File: src/rtl/clkwiz_seq_pkg.sv
// Shared types and helpers for the ClkWiz control sequencer.
package clkwiz_seq_pkg;

    localparam int COUNT_W = 24;

    typedef enum logic [2:0] {
        IDLE      = 3'd0,
        HOLD      = 3'd1,
        WAIT_LOCK = 3'd2,
        MEASURE   = 3'd3,
        CAPTURE   = 3'd4,
        FINISH    = 3'd5
    } state_e;

    typedef enum logic [1:0] {
        ST_OK           = 2'd0,
        ST_LOCK_TIMEOUT = 2'd1,
        ST_FREQ_ERR     = 2'd2,
        ST_LOCK_LOST    = 2'd3
    } status_e;

    // |a - b| through a 25-bit signed difference, so neither direction wraps.
    function automatic logic [COUNT_W-1:0] abs_diff(input logic [COUNT_W-1:0] a,
                                                    input logic [COUNT_W-1:0] b);
        logic signed [COUNT_W:0] d;
        logic signed [COUNT_W:0] nd;
        d  = $signed({1'b0, a}) - $signed({1'b0, b});
        nd = -d;
        return d[COUNT_W] ? nd[COUNT_W-1:0] : d[COUNT_W-1:0];
    endfunction

    function automatic logic param_ok(input int v);
        return (v > 32'sd0) && (v < (32'sd1 <<< COUNT_W));
    endfunction

endpackage

File: src/rtl/clkwiz_seq_timer.sv
// Loadable down-counter with zero flag, shared by every timed sequencer state.
module seq_timer
    import clkwiz_seq_pkg::*;
(
    input  logic               clk,
    input  logic               rst_n,
    input  logic               load,
    input  logic [COUNT_W-1:0] load_val,
    output logic               zero
);

    logic [COUNT_W-1:0] cnt_q;
    logic [COUNT_W-1:0] cnt_d;

    // Next count: reload wins, otherwise count down and park at zero.
    always_comb begin
        cnt_d = cnt_q;
        if (load) begin
            cnt_d = load_val;
        end else if (cnt_q != {COUNT_W{1'b0}}) begin
            cnt_d = cnt_q - {{(COUNT_W-1){1'b0}}, 1'b1};
        end else begin
            cnt_d = cnt_q;
        end
    end

    // Counter register.
    always_ff @(posedge clk or negedge rst_n) begin
        if (!rst_n) begin
            cnt_q <= {COUNT_W{1'b0}};
        end else begin
            cnt_q <= cnt_d;
        end
    end

    assign zero = (cnt_q == {COUNT_W{1'b0}});

endmodule

File: src/rtl/clkwiz_seq.sv
// Start-to-done sequencer for the ClkWiz control block: source switch, MMCM reset,
// lock wait, frequency check. Optional idle lock monitor: CLKWIZ_SEQ_LOCK_MON_EN.
module clkwiz_seq
    import clkwiz_seq_pkg::*;
#(
    parameter int RST_HOLD     = 16,
    parameter int LOCK_TIMEOUT = 1000000,
    parameter int MEAS_CYCLES  = 1000000,
    parameter int CAPTURE_DLY  = 8,
    parameter int FREQ_TOL     = 16
)
(
    input  logic               pl_clk0,
    input  logic               pl_reset_n,
    input  logic               start,
    input  logic               src_sel_req,
    input  logic [COUNT_W-1:0] expect_count,
    input  logic               clk_locked,
    input  logic [COUNT_W-1:0] fmeas_count,
    output logic               clk_reset,
    output logic               sys_reset,
    output logic               clkin_src_sel,
    output logic               fmeas_enable,
    output logic               busy,
    output logic               done,
    output logic [1:0]         status,
    output logic [COUNT_W-1:0] meas_count
);

    if (!param_ok(RST_HOLD) || !param_ok(LOCK_TIMEOUT) || !param_ok(MEAS_CYCLES) ||
        !param_ok(CAPTURE_DLY) || !param_ok(FREQ_TOL)) begin : g_bad_param
        $error("clkwiz_seq: every timing parameter must be nonzero and below 2**24");
    end

    // Timer reload values are one less than the state length: zero marks the last cycle.
    localparam logic [COUNT_W-1:0] HOLD_LD = COUNT_W'(RST_HOLD - 1);
    localparam logic [COUNT_W-1:0] LOCK_LD = COUNT_W'(LOCK_TIMEOUT - 1);
    localparam logic [COUNT_W-1:0] MEAS_LD = COUNT_W'(MEAS_CYCLES - 1);
    localparam logic [COUNT_W-1:0] CAP_LD  = COUNT_W'(CAPTURE_DLY - 1);
    localparam logic [COUNT_W-1:0] TOL_C   = COUNT_W'(FREQ_TOL);

    state_e             state_q,      state_d;
    status_e            status_q,     status_d;
    logic               busy_q,       busy_d;
    logic               done_q,       done_d;
    logic               clk_reset_q,  clk_reset_d;
    logic               sys_reset_q,  sys_reset_d;
    logic               src_sel_q,    src_sel_d;
    logic               fmeas_en_q,   fmeas_en_d;
    logic [COUNT_W-1:0] meas_count_q, meas_count_d;
    logic [COUNT_W-1:0] expect_q,     expect_d;
    logic [COUNT_W-1:0] diff_q,       diff_d;
    logic [1:0]         cap_phase_q,  cap_phase_d;
`ifdef CLKWIZ_SEQ_LOCK_MON_EN
    logic               armed_q,      armed_d;
`endif

    logic               accept_s;
    logic               finish_s;
    status_e            fin_st_s;
    logic               tmr_load_s;
    logic [COUNT_W-1:0] tmr_val_s;
    logic               tmr_zero_s;

    seq_timer u_timer (
        .clk      (pl_clk0),
        .rst_n    (pl_reset_n),
        .load     (tmr_load_s),
        .load_val (tmr_val_s),
        .zero     (tmr_zero_s)
    );

    // Next-state and next-output logic for the whole sequence.
    always_comb begin
        state_d      = state_q;
        status_d     = status_q;
        busy_d       = busy_q;
        done_d       = 1'b0;
        clk_reset_d  = clk_reset_q;
        sys_reset_d  = sys_reset_q;
        src_sel_d    = src_sel_q;
        fmeas_en_d   = fmeas_en_q;
        meas_count_d = meas_count_q;
        expect_d     = expect_q;
        diff_d       = diff_q;
        cap_phase_d  = cap_phase_q;
`ifdef CLKWIZ_SEQ_LOCK_MON_EN
        armed_d      = armed_q;
`endif
        finish_s     = 1'b0;
        fin_st_s     = ST_OK;
        tmr_load_s   = 1'b0;
        tmr_val_s    = {COUNT_W{1'b0}};

        // FINISH already has busy low, so a start there is taken like one in IDLE.
        accept_s = start && ((state_q == IDLE) || (state_q == FINISH));

        if (accept_s) begin
            state_d     = HOLD;
            busy_d      = 1'b1;
            src_sel_d   = src_sel_req;
            expect_d    = expect_count;
            clk_reset_d = 1'b1;
            sys_reset_d = 1'b1;
            fmeas_en_d  = 1'b0;
            tmr_load_s  = 1'b1;
            tmr_val_s   = HOLD_LD;
`ifdef CLKWIZ_SEQ_LOCK_MON_EN
            armed_d     = 1'b0;
`endif
        end else begin
            case (state_q)
                IDLE: begin
`ifdef CLKWIZ_SEQ_LOCK_MON_EN
                    if (armed_q && !clk_locked) begin
                        finish_s = 1'b1;
                        fin_st_s = ST_LOCK_LOST;
                    end else begin
                        finish_s = 1'b0;
                    end
`else
                    finish_s = 1'b0;
`endif
                end
                HOLD: begin
                    if (tmr_zero_s) begin
                        state_d     = WAIT_LOCK;
                        clk_reset_d = 1'b0;
                        tmr_load_s  = 1'b1;
                        tmr_val_s   = LOCK_LD;
                    end else begin
                        state_d = HOLD;
                    end
                end
                WAIT_LOCK: begin
                    if (clk_locked) begin
                        state_d     = MEASURE;
                        sys_reset_d = 1'b0;
                        fmeas_en_d  = 1'b1;
                        tmr_load_s  = 1'b1;
                        tmr_val_s   = MEAS_LD;
                    end else if (tmr_zero_s) begin
                        finish_s = 1'b1;
                        fin_st_s = ST_LOCK_TIMEOUT;
                    end else begin
                        state_d = WAIT_LOCK;
                    end
                end
                MEASURE: begin
                    if (!clk_locked) begin
                        finish_s = 1'b1;
                        fin_st_s = ST_LOCK_LOST;
                    end else if (tmr_zero_s) begin
                        state_d     = CAPTURE;
                        fmeas_en_d  = 1'b0;
                        cap_phase_d = 2'd0;
                        tmr_load_s  = 1'b1;
                        tmr_val_s   = CAP_LD;
                    end else begin
                        state_d = MEASURE;
                    end
                end
                CAPTURE: begin
                    // Phases: wait for the count CDC, register |diff|, then judge it.
                    if (!clk_locked) begin
                        finish_s = 1'b1;
                        fin_st_s = ST_LOCK_LOST;
                    end else begin
                        case (cap_phase_q)
                            2'd0: begin
                                if (tmr_zero_s) begin
                                    meas_count_d = fmeas_count;
                                    cap_phase_d  = 2'd1;
                                end else begin
                                    cap_phase_d = 2'd0;
                                end
                            end
                            2'd1: begin
                                diff_d      = abs_diff(meas_count_q, expect_q);
                                cap_phase_d = 2'd2;
                            end
                            2'd2: begin
                                finish_s = 1'b1;
                                fin_st_s = (diff_q <= TOL_C) ? ST_OK : ST_FREQ_ERR;
                            end
                            default: begin
                                cap_phase_d = 2'd0;
                            end
                        endcase
                    end
                end
                FINISH: begin
                    state_d = IDLE;
                end
                default: begin
                    state_d = IDLE;
                end
            endcase

            if (finish_s) begin
                state_d     = FINISH;
                busy_d      = 1'b0;
                done_d      = 1'b1;
                status_d    = fin_st_s;
                fmeas_en_d  = 1'b0;
                clk_reset_d = 1'b0;
                sys_reset_d = (fin_st_s == ST_OK) ? sys_reset_q : 1'b1;
`ifdef CLKWIZ_SEQ_LOCK_MON_EN
                armed_d     = (fin_st_s == ST_OK);
`endif
            end else begin
                done_d = 1'b0;
            end
        end
    end

    // Sequencer state and registered outputs.
    always_ff @(posedge pl_clk0 or negedge pl_reset_n) begin
        if (!pl_reset_n) begin
            state_q      <= IDLE;
            status_q     <= ST_OK;
            busy_q       <= 1'b0;
            done_q       <= 1'b0;
            clk_reset_q  <= 1'b0;
            sys_reset_q  <= 1'b1;
            src_sel_q    <= 1'b0;
            fmeas_en_q   <= 1'b0;
            meas_count_q <= {COUNT_W{1'b0}};
            expect_q     <= {COUNT_W{1'b0}};
            diff_q       <= {COUNT_W{1'b0}};
            cap_phase_q  <= 2'd0;
`ifdef CLKWIZ_SEQ_LOCK_MON_EN
            armed_q      <= 1'b0;
`endif
        end else begin
            state_q      <= state_d;
            status_q     <= status_d;
            busy_q       <= busy_d;
            done_q       <= done_d;
            clk_reset_q  <= clk_reset_d;
            sys_reset_q  <= sys_reset_d;
            src_sel_q    <= src_sel_d;
            fmeas_en_q   <= fmeas_en_d;
            meas_count_q <= meas_count_d;
            expect_q     <= expect_d;
            diff_q       <= diff_d;
            cap_phase_q  <= cap_phase_d;
`ifdef CLKWIZ_SEQ_LOCK_MON_EN
            armed_q      <= armed_d;
`endif
        end
    end

    assign clk_reset     = clk_reset_q;
    assign sys_reset     = sys_reset_q;
    assign clkin_src_sel = src_sel_q;
    assign fmeas_enable  = fmeas_en_q;
    assign busy          = busy_q;
    assign done          = done_q;
    assign status        = status_q;
    assign meas_count    = meas_count_q;

endmodule

File: config.mk
export PLATFORM = sky130hd
export DESIGN_NAME = clkwiz_seq
export DESIGN_NICKNAME = d
export VERILOG_FILES = /design/src/rtl/clkwiz_seq_pkg.sv /design/src/rtl/clkwiz_seq_timer.sv /design/src/rtl/clkwiz_seq.sv
export SDC_FILE = /design/constraint.sdc
export NUM_CORES = 1
export LEC_CHECK = 0
export CAP_MARGIN = 20
export CORE_ASPECT_RATIO = 0.6
export CORE_MARGIN = 8
export CORE_UTILIZATION = 50
export DETAILED_ROUTE_END_ITERATION = 10
export PLACE_DENSITY = 0.8
export RECOVER_POWER = 100
export SLEW_MARGIN = 15
export SYNTH_ARGS = -nofsm -noshare
export SYNTH_HDL_FRONTEND = slang
export SYNTH_SLANG_ARGS = --single-unit
File: constraint.sdc
create_clock -name pl_clk0 -period 4.5 [get_ports pl_clk0]
set_input_delay 0.9 -clock pl_clk0 [delete_from_list [all_inputs] [get_ports pl_clk0]]
set_output_delay 0.9 -clock pl_clk0 [all_outputs]
set_load 0.05 [all_outputs]
==> impl_metrics.yaml, run 1 <==
sta:
  slew_violations: 88
  fin_crit_ps: 3950
  fin_skew_ps: 9.69
  rsz0062_at_grt: "no"
  finalHoldViolCount: 0
  worst_slew_pin_slew_ps: 2120
  tns_ps: 0
  holdWs_ps: 478
  setup_violations: 0
  post-route-period-util_pct: 87.9
  slew_headroom_pct: -41.2
  timing.fmax_ghz: 0.253
worst_setup_path:
  arrival_ps: 4160
  r2r-end: "diff_q[21]"
  r2r_start: "meas_count[0]"
  crit_buf_inv: 2
  cp_slowest_cell: "nor4b_1"
  cpPeakStageDelay_ps: 660
  path_delay_family: "compound AO/OA/AOI/OAI gates"
  crit_top_cell: "inv_1"
  path_max_fanout: 5
  rrSetupSlack_ps: 550
  worstPathCellList: "inv_1, ha_1, inv_1, fa_1, a21o_1, a221o_1, o2bb2ai_1, xor2_1, nand2b_1, nor4b_1, nand4_1, o31ai_1, xnor2_1, o21ai_0"
  crit_path_start_kind: "flip-flop"
  rr_worst_depth: 14
  endpoint_kind: "flip-flop"
  worst-setup-path-type: "reg -> reg"
  crit_required_ps: 4700
synth:
  synth_top_family_by_area: "simple AND/OR/NAND/NOR gates"
  synthAdderAreaFrac_pct: 5.55
  syn_nets: 790
  synthXorXnorAreaFrac_pct: 8.29
  yosys_most_used_dff: "dfrtp_1"
  syn_area_um2: 6440
  ys_seq_area_share_pct: 42.4
  ys_ff_latch: 109
  yosys.area_share.simple_pct: 18.1
  syn_inst: 709
  avgSynthCellArea_um2: 9.09
  yosys_warnings: 0
  muxShareOfSynthArea_pct: 4.87
  synth_async_sr_flop_share_pct: 100
  synth_edf_count: 0
  synth.distinct_cells: 61
  synth_compound_area_share_pct: 16.9
finish:
  stdcell_area_um2: 7710
  fillers: 1010
  layout-area-overhead-vs-synth_pct: 19.7
  diodes: 0
  finalNetCount: 861
  layout.cells.non_filler: 955
  drive_above_1_share_pct: 6.75
  final_core_util_pct: 60.8
hold_path:
  hold_depth: 1
  min_from: "busy"
  min_to: "busy"
  hold_class: "reg -> reg"
routing:
  routed_wl_mm: 16.2
  drt_iter0_drc: 587
  vias: 5542
  remaining_drc_errors: 0
  antenna_left: 0
  drtPass1Iterations: 7
  wire_per_inst_um: 17.0
  vias_per_cell: 5.80
die:
  rows: 32
  initial_core_util_pct: 50.8
  die_area_um2: 16900
  core_area_um2: 12700
  die_w_um: 163
  die_y_um: 104
  ios: 85
clocking:
  clkSlewWorstSetupHoldPaths_ps: 70
  cts_max_path_buffers: 2
  cts_tree: "yes"
  htree_num_levels: 3
  cts_buffers: 9
  holdBufCountCts: 0
  cts_resized: 0
  cts_root_buf: "clkbuf_16"
  clock_sinks: 109
  cts_setup_buffers: 0
  clkLatencyLatePin_ps: 350
power:
  power_density_nw_per_um2: 499
  ir_drop_mv: 0.233
  clockPowerShare_pct: 22.1
  combinationalPowerShare_pct: 43.6
  power_leakage_nw: 3.52
  seq_power_share_pct: 34.3
  switching_share_pct: 39.5
  p_switching_mw: 1.52
  power.internal_mw: 2.33
grt:
  grt_antenna_before_repair: 0
  grt_max_degree: 88
  grt_pass1_vias: 5506
  grt_overflow: 0
  grt_usage_pct: 19.7
  grt_pass1_wl_mm: 27.7
place:
  hpwlAfterDp_mm: 12.2
  dp.cells: 939
  place_area_um2: 7430
  portBuffers: 84
  place.gp.congestion: 0.944
status:
  violations: "max-capacitance violations, max-slew violations"
  status: "finished with violations"
run:
  maxCapViolations: 2
worst reg2reg max path, stage by stage (launching register included):
cell	delay (ps)
dfrtp_1	390
inv_1	70
ha_1	170
inv_1	60
fa_1	400
a21o_1	210
a221o_1	380
o2bb2ai_1	300
xor2_1	280
nand2b_1	110
nor4b_1	660
nand4_1	250
o31ai_1	290
xnor2_1	140
o21ai_0	100
cells in the mapped netlist (6+ instances only):
master      n  area share (%)
nor3_1     15             1.2
xnor2_1    39             5.3
o21a_1     17             2.0
xor2_1     22             3.0
o21ai_0    69             5.4
a21o_1      9             1.0
or3_1       6            0.58
and2_1      6            0.58
and3_1      6            0.58
inv_1      37             2.2
a31oi_1     6            0.58
a211oi_1    6            0.70
a21oi_1    34             2.6
mux2_2     27             4.7
nand2b_1    9            0.87
nand3_1    16             1.2
nor2_1     61             3.6
ha_1       27             5.2
clkbuf_1   27             1.6
nand2_1    81             4.7
nor4_1     12             1.2
dfrtp_1   108              42
layer usage:
layer  GRT usage, %  share of wire (%)  vias up
li1               -                  -     2627
met1           27.3                 46     2629
met2           29.6                 44      259
met3           6.32                8.2       27
met4           4.24                1.4        0
met5              0                  0        -
cell type report:
type / count / area [um2] / area share [%]
clock buffer: 9 / 225 / 2.92
clock inverter: 7 / 97.6 / 1.27
inverter: 37 / 139 / 1.80
multi-input combinational: 533 / 3440 / 44.6
sequential: 109 / 2730 / 35.4
tap: 170 / 213 / 2.76
timing repair buffer: 90 / 867 / 11.2
sequential cells by signal, summed over array words and instances, names as in the netlist:
signal / count
busy: 1
cap_phase_q: 2
clk_reset: 1
clkin_src_sel: 1
diff_q: 24
done: 1
expect_q: 24
fmeas_enable: 1
meas_count: 24
state_q: 3
status: 2
sys_reset: 1
u_timer.cnt_q: 24
layout by cell type, fill, tap and decap left out, types with 9 or more instances in the layout:
cell type,netlist,routed
a21o_1,9,9
a21oi_1,34,34
clkbuf_16,0,9
clkdlybuf4s50_1,0,49
dfrtp_1,108,108
dlygate4sd3_1,0,34
ha_1,27,27
inv_1,37,37
mux2_2,27,27
nand2_1,81,81
nand2b_1,9,9
nand3_1,16,16
nor2_1,61,61
nor3_1,15,16
nor4_1,12,13
o21a_1,17,17
o21ai_0,69,69
xnor2_1,39,39
xor2_1,22,22
worst max-delay path by stage:
stage	cells after the start	to	startpoint
final	14	diff_q[21]	meas_count[0]
after global routing	14	diff_q[21]	meas_count[0]
after CTS	14	diff_q[21]	meas_count[0]
after detailed placement	14	diff_q[21]	meas_count[0]
after global placement	14	diff_q[21]	meas_count[0]
after floorplan	14	diff_q[21]	meas_count[0]
power groups by stage:
| stage | combinational [mW] | sequential (mW) | clock [mW] |
|---|---|---|---|
| finish | 1.68 | 1.32 | 0.849 |
| floorplan | 1.19 | 1.35 | 0 |
| global placement | 1.58 | 1.32 | 0 |
| detailed placement | 1.65 | 1.33 | 0 |
| CTS | 1.67 | 1.32 | 0.867 |
| global route | 1.85 | 1.34 | 0.917 |
metrics by stage:
stage	total power, mW	worst slack (ps)
5_1_grt	4.11	257
4_1_cts	3.86	775
3_5_place_dp	2.99	805
6_report	3.85	545
2_1_floorplan	2.54	970
3_3_place_gp	2.90	990
cells by family (layout without fill, tap and decap cells):
kind of cell,Yosys count,after routing
AOI/OAI and AO/OA,175,175
adders and majority gates,28,28
buffers and inverters,67,143
and+or+nand+nor,241,241
muxes,28,28
xor gates and xnor gates,61,61
DFF,109,109
Power figures use the tool's default switching activity.
==> run 2, diff against run 1 <==
--- a/config.mk
+++ b/config.mk
@@ -5,7 +5,7 @@
 export SDC_FILE = /design/constraint.sdc
 export NUM_CORES = 1
 export LEC_CHECK = 0
-export CAP_MARGIN = 20
+export CAP_MARGIN = 30
 export CORE_ASPECT_RATIO = 0.6
 export CORE_MARGIN = 8
 export CORE_UTILIZATION = 50
==> run 2 against run 1 <==
  * The flow still finishes with violations (max-capacitance violations, max-slew violations)
  * Wire length increased by 0.97%
  * Combinational power barely moved
  * Core utilization is 0.24 points lower
  * Register-to-register slack lost 20 ps
==> impl_metrics.yaml, run 2 (synthesis gave the netlist of run 1 again) <==
clocking:
  cts_resized: 0
  clock_sinks: 109
  cts_root_buf: "clkbuf_16"
  cts_setup_buffers: 0
  clkLatencyLatePin_ps: 350
  htree_num_levels: 3
  cts_max_path_buffers: 2
  clkSlewWorstSetupHoldPaths_ps: 70
  holdBufCountCts: 0
  cts_tree: "yes"
  cts_buffers: 9
power:
  p_switching_mw: 1.53
  switching_share_pct: 40.7
  power_leakage_nw: 3.52
  combinationalPowerShare_pct: 44.9
  seq_power_share_pct: 35.1
  power_density_nw_per_um2: 489
  clockPowerShare_pct: 20.0
  power.internal_mw: 2.23
  ir_drop_mv: 0.248
worst_setup_path:
  crit_path_start_kind: "flip-flop"
  worst-setup-path-type: "reg -> reg"
  endpoint_kind: "flip-flop"
  path_max_fanout: 24
  arrival_ps: 4250
  crit_required_ps: 4770
finish:
  finalNetCount: 862
  fillers: 1049
  final_cell_mix: "dfrtp_1 (108), nand2_1 (81), o21ai_0 (70)"
  final_core_util_pct: 60.5
  final_common_cell: "dfrtp_1"
  drive_above_1_share_pct: 7.12
  diodes: 0
  layout-area-overhead-vs-synth_pct: 19.2
die:
  rows: 32
  ios: 85
  core_area_um2: 12700
  die_w_um: 163
  die_area_um2: 16900
  die_y_um: 104
  initial_core_util_pct: 50.8
grt:
  grt_pass1_vias: 5628
  grt_max_degree: 50
  grt_pass1_wl_mm: 28.1
  grt_antenna_before_repair: 0
  grt_usage_pct: 20.0
  grt_overflow: 0
status:
  status: "finished with violations"
  violations: "max-capacitance violations, max-slew violations"
sta:
  tns_ps: 0
  post-route-period-util_pct: 88.3
  finalHoldViolCount: 0
  fin_crit_ps: 3980
  timing.fmax_ghz: 0.252
  slew_headroom_pct: -51.7
  slew_violations: 81
  rsz0062_at_grt: "no"
  fin_skew_ps: 12.8
  setup_violations: 0
  worst_slew_pin_slew_ps: 2280
routing:
  wire_per_inst_um: 17.2
  drt_iter0_drc: 586
  antenna_left: 0
  remaining_drc_errors: 0
  vias: 5560
  drtPass1Iterations: 6
  routed_wl_mm: 16.4
  vias_per_cell: 5.82
place:
  hpwlAfterDp_mm: 12.4
  portBuffers: 84
  place.gp.congestion: 0.944
hold_path:
  hold_class: "reg -> reg"
run:
  maxCapViolations: 2
## run 2: routing by layer
| metal | part of all wire (%) | GRT usage [%] | vias to the layer above | wire (um) |
|---|---|---|---|---|
| met5 | 0 | 0 | - | 0 |
| met4 | 1.5 | 4.95 | 0 | 248 |
| met3 | 8.4 | 6.13 | 23 | 1370 |
| met2 | 44 | 30.3 | 237 | 7230 |
| met1 | 46 | 27.5 | 2658 | 7560 |
| li1 | - | - | 2642 | - |
## run 2: power groups by stage
stage                     Sequential (mW)  Combinational [mW]  Clock (mW)
final                                1.32                1.68       0.752
after global routing                 1.34                1.86       0.802
after floorplan                      1.35                1.19           0
after detailed placement             1.33                1.66           0
after global placement               1.32                1.58           0
after CTS                            1.32                1.68       0.761
## run 2: metrics by stage
stage          worst slack [ps]  hold WS [ps]  instances  power, mW  instance area, um2
2_1_floorplan               970           449        709       2.54                6440
3_3_place_gp                990           460        939       2.90                7430
3_5_place_dp                791           469        940       2.99                7450
4_1_cts                     763           490        956       3.76                7720
5_1_grt                     219           518        956       4.01                7680
6_report                    525           479        956       3.75                7680
## run 2: layout make-up
cell class	instances	area, um2	share of cell area (%)
clock buffer	10	239	3.11
clock inverter	6	36.3	0.472
inverter	37	139	1.81
multi-input combinational	533	3450	45.0
sequential	109	2730	35.5
tap	170	213	2.77
timing repair buffer	91	872	11.4
## run 2: final timing paths
check	start	end	slack (ps)	depth (start not counted)
max in group asynchronous	pl_reset_n	u_timer.cnt_q[11]	990	3
setup reg to reg	u_timer.cnt_q[10]	u_timer.cnt_q[14]	520	10
min in group asynchronous	pl_reset_n	u_timer.cnt_q[5]	1210	1
hold / removal	busy	busy	480	1
setup / recovery	u_timer.cnt_q[10]	u_timer.cnt_q[14]	520	10
hold reg to reg	busy	busy	480	1
## run 2: worst max-delay path, stage by stage, from the launching register on
cell	delay, ps
dfrtp_1	410
or4_1	570
or3_1	390
nor3_1	470
and3_1	560
nand2_1	230
o21a_1	160
o31ai_2	200
clkbuf_2	450
nor2_1	260
nor2_1	180
==> run 3, diff against run 2 <==
--- a/config.mk
+++ b/config.mk
@@ -10,7 +10,7 @@
 export CORE_MARGIN = 8
 export CORE_UTILIZATION = 50
 export DETAILED_ROUTE_END_ITERATION = 10
-export PLACE_DENSITY = 0.8
+export PLACE_DENSITY = 0.83
 export RECOVER_POWER = 100
 export SLEW_MARGIN = 15
 export SYNTH_ARGS = -nofsm -noshare
==> constraint.sdc (replaced) <==
create_clock -name pl_clk0 -period 3.3 [get_ports pl_clk0]
set_input_delay 0.66 -clock pl_clk0 [delete_from_list [all_inputs] [get_ports pl_clk0]]
set_output_delay 0.66 -clock pl_clk0 [all_outputs]
set_load 0.05 [all_outputs]
==> run 3 against run 2 <==
  * The run ends with max-capacitance violations, max-slew violations, negative setup slack left
  * Power increased by 47%
  * Non-clock buffer count rose by 40
  * Sequential share of layout area down 2.0 points
  * Design area is 6.2% higher
  * Clock skew fell by 6.9 ps
  * Worst setup slack worse by 580 ps
  * Register-to-register slack worse by 580 ps
  * Clock power is 44% higher
  * Die area unchanged
==> impl_metrics.yaml, run 3 (synthesis gave the netlist of run 1 again) <==
status:
  status: "finished with violations"
  violations: "max-capacitance violations, max-slew violations, negative setup slack"
power:
  power_density_nw_per_um2: 677
  power_leakage_nw: 3.75
  ir_drop_mv: 0.283
  power_mw: 5.52
clocking:
  cts_max_path_buffers: 2
  cts_tree: "yes"
  clkLatencyLatePin_ps: 350
  htree_num_levels: 3
  cts_buffers: 9
  clock_sinks: 109
  cts_root_buf: "clkbuf_16"
  clkSlewWorstSetupHoldPaths_ps: 70
grt:
  grt_max_degree: 67
  grt_usage_pct: 19.3
  grt_pass1_wl_mm: 26.9
  grt_antenna_before_repair: 0
  grt_pass1_vias: 5295
  grt_overflow: 0
worst_setup_path:
  rr_worst_depth: 15
  worst-setup-path-type: "reg -> reg"
  rrSetupSlack_ps: -60
  crit_required_ps: 3520
  endpoint_kind: "flip-flop"
  r2r-end: "diff_q[23]"
  arrival_ps: 3580
  crit_path_start_kind: "flip-flop"
  r2r_start: "meas_count[0]"
  path_max_fanout: 4
finish:
  final_cell_mix: "dfrtp_1 (107), nand2_1 (79), o21ai_0 (62)"
  layout.cells.non_filler: 996
  finalNetCount: 902
  fillers: 941
  layout-area-overhead-vs-synth_pct: 26.6
  drive_above_1_share_pct: 14.3
  diodes: 0
  final_common_cell: "dfrtp_1"
hold_path:
  min_to: "busy"
  hold_class: "reg -> reg"
  hold_depth: 1
  min_from: "busy"
die:
  rows: 32
  ios: 85
  die_area_um2: 16900
  initial_core_util_pct: 50.8
  core_area_um2: 12700
  die_y_um: 104
  die_w_um: 163
routing:
  drtPass1Iterations: 5
  routed_wl_mm: 16.6
  antenna_left: 0
  remaining_drc_errors: 0
  vias: 5670
  vias_per_cell: 5.69
  drt_iter0_drc: 490
  wire_per_inst_um: 16.7
sta:
  setup_ws_ps: -56.5
  worst_slew_pin_slew_ps: 2440
  setup_violations: 4
  fin_skew_ps: 5.98
  timing.fmax_ghz: 0.298
  post-route-period-util_pct: 102
  rsz0062_at_grt: "yes"
  fin_crit_ps: 3360
  slew_violations: 44
  slew_headroom_pct: -62.4
  finalHoldViolCount: 0
  tns_ps: -152
run:
  maxCapViolations: 1
place:
  hpwlAfterDp_mm: 11.8
  dp.cells: 966
  portBuffers: 84
  place.gp.congestion: 0.941
  dp_slack_ps: -309
run 3: layout make-up:
cell class / instances / area [um2] / area share, %
sequential: 109 / 2730 / 33.5
multi-input combinational: 533 / 3580 / 43.9
clock buffer: 10 / 229 / 2.81
clock inverter: 6 / 61.3 / 0.752
inverter: 37 / 139 / 1.70
tap: 170 / 213 / 2.61
timing repair buffer: 131 / 1200 / 14.7
run 3: layer usage:
metal	global-route usage (%)	up-vias	share of wire [%]
li1	-	2724	-
met5	0	-	0
met2	26.6	204	41
met4	4.63	0	1.2
met1	28.8	2722	49
met3	5.61	20	8.3
run 3: what timing repair did:
action | in CTS | in global routing
buffers inserted | 7 | 7
endpoints found under the setup margin | 10 | 22
gates resized for setup | 12 | 22
hold buffers | 0 | 0
pin swaps | 13 | 18
run 3: report_power, final:
group / total (mW) / switching [mW] / internal [mW] / leakage [nW]
sequential: 1.80 / 0.189 / 1.61 / 1.44
combinational: 2.64 / 1.50 / 1.14 / 2.17
clock: 1.08 / 0.489 / 0.588 / 0.143
total: 5.52 / 2.18 / 3.34 / 3.75
run 3: how the worst max path moves through the flow:
stage,cells past startpoint,endpoint,startpoint,slack (ps)
after floorplan,14,diff_q[21],meas_count[0],-40
after global placement,14,diff_q[21],meas_count[0],-20
after detailed placement,14,diff_q[21],meas_count[0],-310
after CTS,14,diff_q[21],meas_count[0],-70
after global routing,14,diff_q[21],meas_count[0],-150
final,15,diff_q[23],meas_count[0],-60
run 3: through the flow:
stage	area, um2	util (%)	hold WS, ps
floorplan	6470	-	364
global placement	7680	60.5	461
detailed placement	7680	60.5	469
CTS	8050	63.4	327
global route	8160	64.3	506
finish	8160	64.3	481
run 3: critical path: stages (launching register included):
cell and delay (ps):
dfrtp_2 430, inv_2 70, ha_4 120, inv_2 30, fa_2 330, a21o_1 200
a221o_1 370, a21oi_2 200, xnor2_1 140, nand2b_1 220, nor4b_4 350, nand4_1 210
buf_4 210, o21ai_2 130, xnor2_1 140, o21ai_1 80
==> RTL change 1 (config.mk and constraints of run 3) <==
Put one more register stage on the output `meas_count`, without a reset. The value now appears one clock later. The other outputs are not delayed to match.
--- a/src/rtl/clkwiz_seq.sv
+++ b/src/rtl/clkwiz_seq.sv
@@ -260,3 +260,5 @@
     assign status        = status_q;
-    assign meas_count    = meas_count_q;
+    always_ff @(posedge pl_clk0) begin
+        meas_count <= meas_count_q;
+    end
 
Function: same outputs for any inputs over 10 cycles, from zero or initial values and one cycle with pl_reset_n low; that may be too few to reach the edited logic, so the function may still have changed.
==> RTL change 1 against run 3 <==
The flow still finishes with violations (max-capacitance violations, max-slew violations, negative setup slack); sequential cell count up 24; area after synthesis grew 5.4%; count of clock-buffer cells in the layout increased by 10; core utilization increased by 2.6 points; critical path depth unchanged; worst hold slack lost 0.097 ns; final area is 10% higher; power up 18%; sequential share of layout area is 2.2 points higher; synthesized cell count rose by 0.14%; routed wire length rose by 1.6%; worst setup slack better by 0.031 ns.
==> RTL change 1: results (changes against run 3) <==
final wirelength=16,900 um (+1.6%); GRT Util Overall=0.192 (-0.000527); GR Layer Usage met2=0.279 (+0.0128); Synth Register Bits=133 (+22%); area grow syn2layout=32.4%; Post-CTS Setup Inserts=26 (+19); Slew HR=-0.346 (+0.278); post_cts resized=17 (+5); Slew Limit Fails=39 (-11%); final setup margin=-0.0254 ns (+0.0310 ns); post-DP HPWL=11,500 um (-2.7%); # setup viols final=4 (unchanged); DR iter-0 viols=468 (-4.5%); slowest CP cell=nor4_4; Netlist cell types=73 (+20%); syn avg cell area=9.57 um^2 (+5.3%); Worst Skew=0.0102 ns (+0.00425 ns); DR WL met3=1360 um (-1.5%); Leakage=4.18 nW (+11%); met3 layer usage reported by global route=0.0640 (+0.00788); post-synthesis mux area share=0.0429 (-0.00583); largest net degree at the start of global routing=73 (+9.0%); post-route cell area=8990 um^2 (+10%); clock buffers=20 (+10); failing checks=max-capacitance violations, max-slew violations, negative setup slack; Max-Cap Viols=1 (unchanged); DP Worst Slack=-0.101 ns (+0.207 ns); Area after DPL=8020 um^2 (+4.4%); vias per cell=5.41 (-4.9%); Max VDD drop=444 uV (+57%); status=finished with violations; register area=3210 um^2 (+18%)
==> RTL change 1: changes by cell type after synthesis, moves of 6 or more <==
cell,delta
xnor2_1,-7
o21a_1,-12
dfxtp_1,+24
o21ai_1,+22
nand2_1,+22
nor2_1,-6
o21ai_0,-21
clkbuf_1,-13
==> RTL change 1: path summary, 6_finish.rpt <==
| path | end | slack [ns] | cells past startpoint |
|---|---|---|---|
| min | meas_count[0] | 0.38 | 0 |
| max | diff_q[21] | -0.03 | 15 |
| min reg2reg | meas_count[0] | 0.38 | 0 |
| max reg2reg | diff_q[21] | -0.03 | 15 |
| max in group asynchronous | u_timer.cnt_q[9] | 0.47 | 2 |
| min in group asynchronous | clkin_src_sel | 0.81 | 1 |
==> RTL change 1: power by group through the flow <==
stage	Sequential, mW	Clock, mW	Combinational, mW
5_1_grt	2.17	1.98	2.78
4_1_cts	2.13	1.91	2.44
2_1_floorplan	2.21	0	1.59
6_report	2.14	1.88	2.52
3_5_place_dp	2.15	0	2.36
3_3_place_gp	2.14	0	2.29
==> RTL change 2 (flow settings as in run 3) <==
Made on the original files. The package constant `COUNT_W` goes from 24 to 28.
--- a/src/rtl/clkwiz_seq_pkg.sv
+++ b/src/rtl/clkwiz_seq_pkg.sv
@@ -3,3 +3,3 @@
 
-    localparam int COUNT_W = 24;
+    localparam int COUNT_W = 28;
 
Ports: changed (resized expect_count, fmeas_count and meas_count); port bits go from 85 to 97. No check against the original RTL was run, so the function may have changed too.
==> RTL change 2 against run 3 <==
Global-route usage increased by 2.6 points; area after synthesis up 18%; die area grew 16%; final area rose by 27%; worst hold slack improved by 0.0063 ns; sequential cell count is 16 higher; worst setup slack worse by 0.56 ns; maximum frequency fell by 14%; core utilization up 4.5 points; via count increased by 32%; first-iteration DRC count up 87%; the run ends with negative setup slack left; routed wire length increased by 39%.
Power is not compared: it rests on default switching activity, and its combinational part moved more than twofold at a synthesized area within 25%.
==> RTL change 2: results (changes against run 3) <==
post-DP HPWL=15,100 um (+28%); Worst Hold Path Cells=2 (+1); final hold slack=0.487 ns (+0.00635 ns); Synth Register Bits=125 (+15%); core box area=15,100 um^2 (+19%); multi-input combinational area share=0.430 (-0.00890); top post-synthesis cells by count=dfrtp_1, nand2_1, o21ai_0, nor2_1, a21oi_1; Worst Skew=0.0145 ns (+0.00855 ns); metal2 WL=10,300 um (+49%); GRT Util Overall=0.219 (+0.0264); H-tree Lvls=4 (+1); area grow syn2layout=36.6%; Post-Synth XOR/XNOR Area=0.0783 (-0.00460); Vias=7,498 (+32%); GPL Wtd Cong=0.950 (+0.96%); status=finished with violations; I/O Buffers=96 (+14%); # setup viols final=27 (+23); multi-input gates=650 (+22%); Fin Setup TNS=-11.08 ns (-10.93 ns); Netlist cell types=69 (+13%); final setup margin=-0.616 ns (-0.560 ns); Seq/Total Area, Yosys=0.412 (-0.0120); Layout non-clock buf frac=0.167 (+0.0199); DR WL/cell=18.5 um (+11%); Post-CTS Setup Inserts=5 (-2); slowest CP cell=a221o_2; clock-cell share of area=0.0629 (+0.0273); placed cells=1,203 (+25%); Slew HR=0.0153 (+0.640); post_cts resized=27 (+15); syn avg cell area=8.95 um^2 (-1.6%); Buffers excl. clock=199 (+52%); largest cells by area after synthesis=dfrtp_1, o21ai_0, nand2_1; DP Worst Slack=-0.560 ns (-0.251 ns); vias in the first global route=7,107 (+34%); failing checks=negative setup slack; beginning of the worst hold path=diff_q[1]; Compound-Gate Fraction of Synth Area=0.183 (+0.0137); DR WL met3=2280 um (+65%); first-pass GRT wire length=35,700 um (+32%); Syn Nets=943 (+19%); R2R depth=16 (+1); Area after DPL=9450 um^2 (+23%)
==> RTL change 2: cell count changes in the layout (fill, tap and decap cells not counted), moves of 5 or more <==
cell	delta
or2_2	+5
clkbuf_16	+8
dfrtp_1	+16
ha_1	+5
nand2_1	+23
a21oi_1	+12
o21a_1	-11
dlygate4sd3_1	-33
nor3_1	+10
buf_4	+58
clkdlybuf4s50_1	+45
a21o_1	+5
o21ai_1	+12
==> RTL change 2: worst max-delay path by stage <==
stage | end | depth (start not counted) | slack, ns
final | diff_q[26] | 16 | -0.62
after global routing | diff_q[26] | 16 | -0.75
after CTS | diff_q[25] | 14 | -0.42
after detailed placement | diff_q[21] | 16 | -0.56
after global placement | diff_q[25] | 14 | -0.39
after floorplan | diff_q[25] | 15 | -0.58
==> RTL change 2: layer usage <==
layer / vias to the layer above / global-route usage
li1: 3382 / -
met1: 3607 / 0.309
met2: 444 / 0.324
met3: 65 / 0.0588
met4: 0 / 0.0636
met5: - / 0
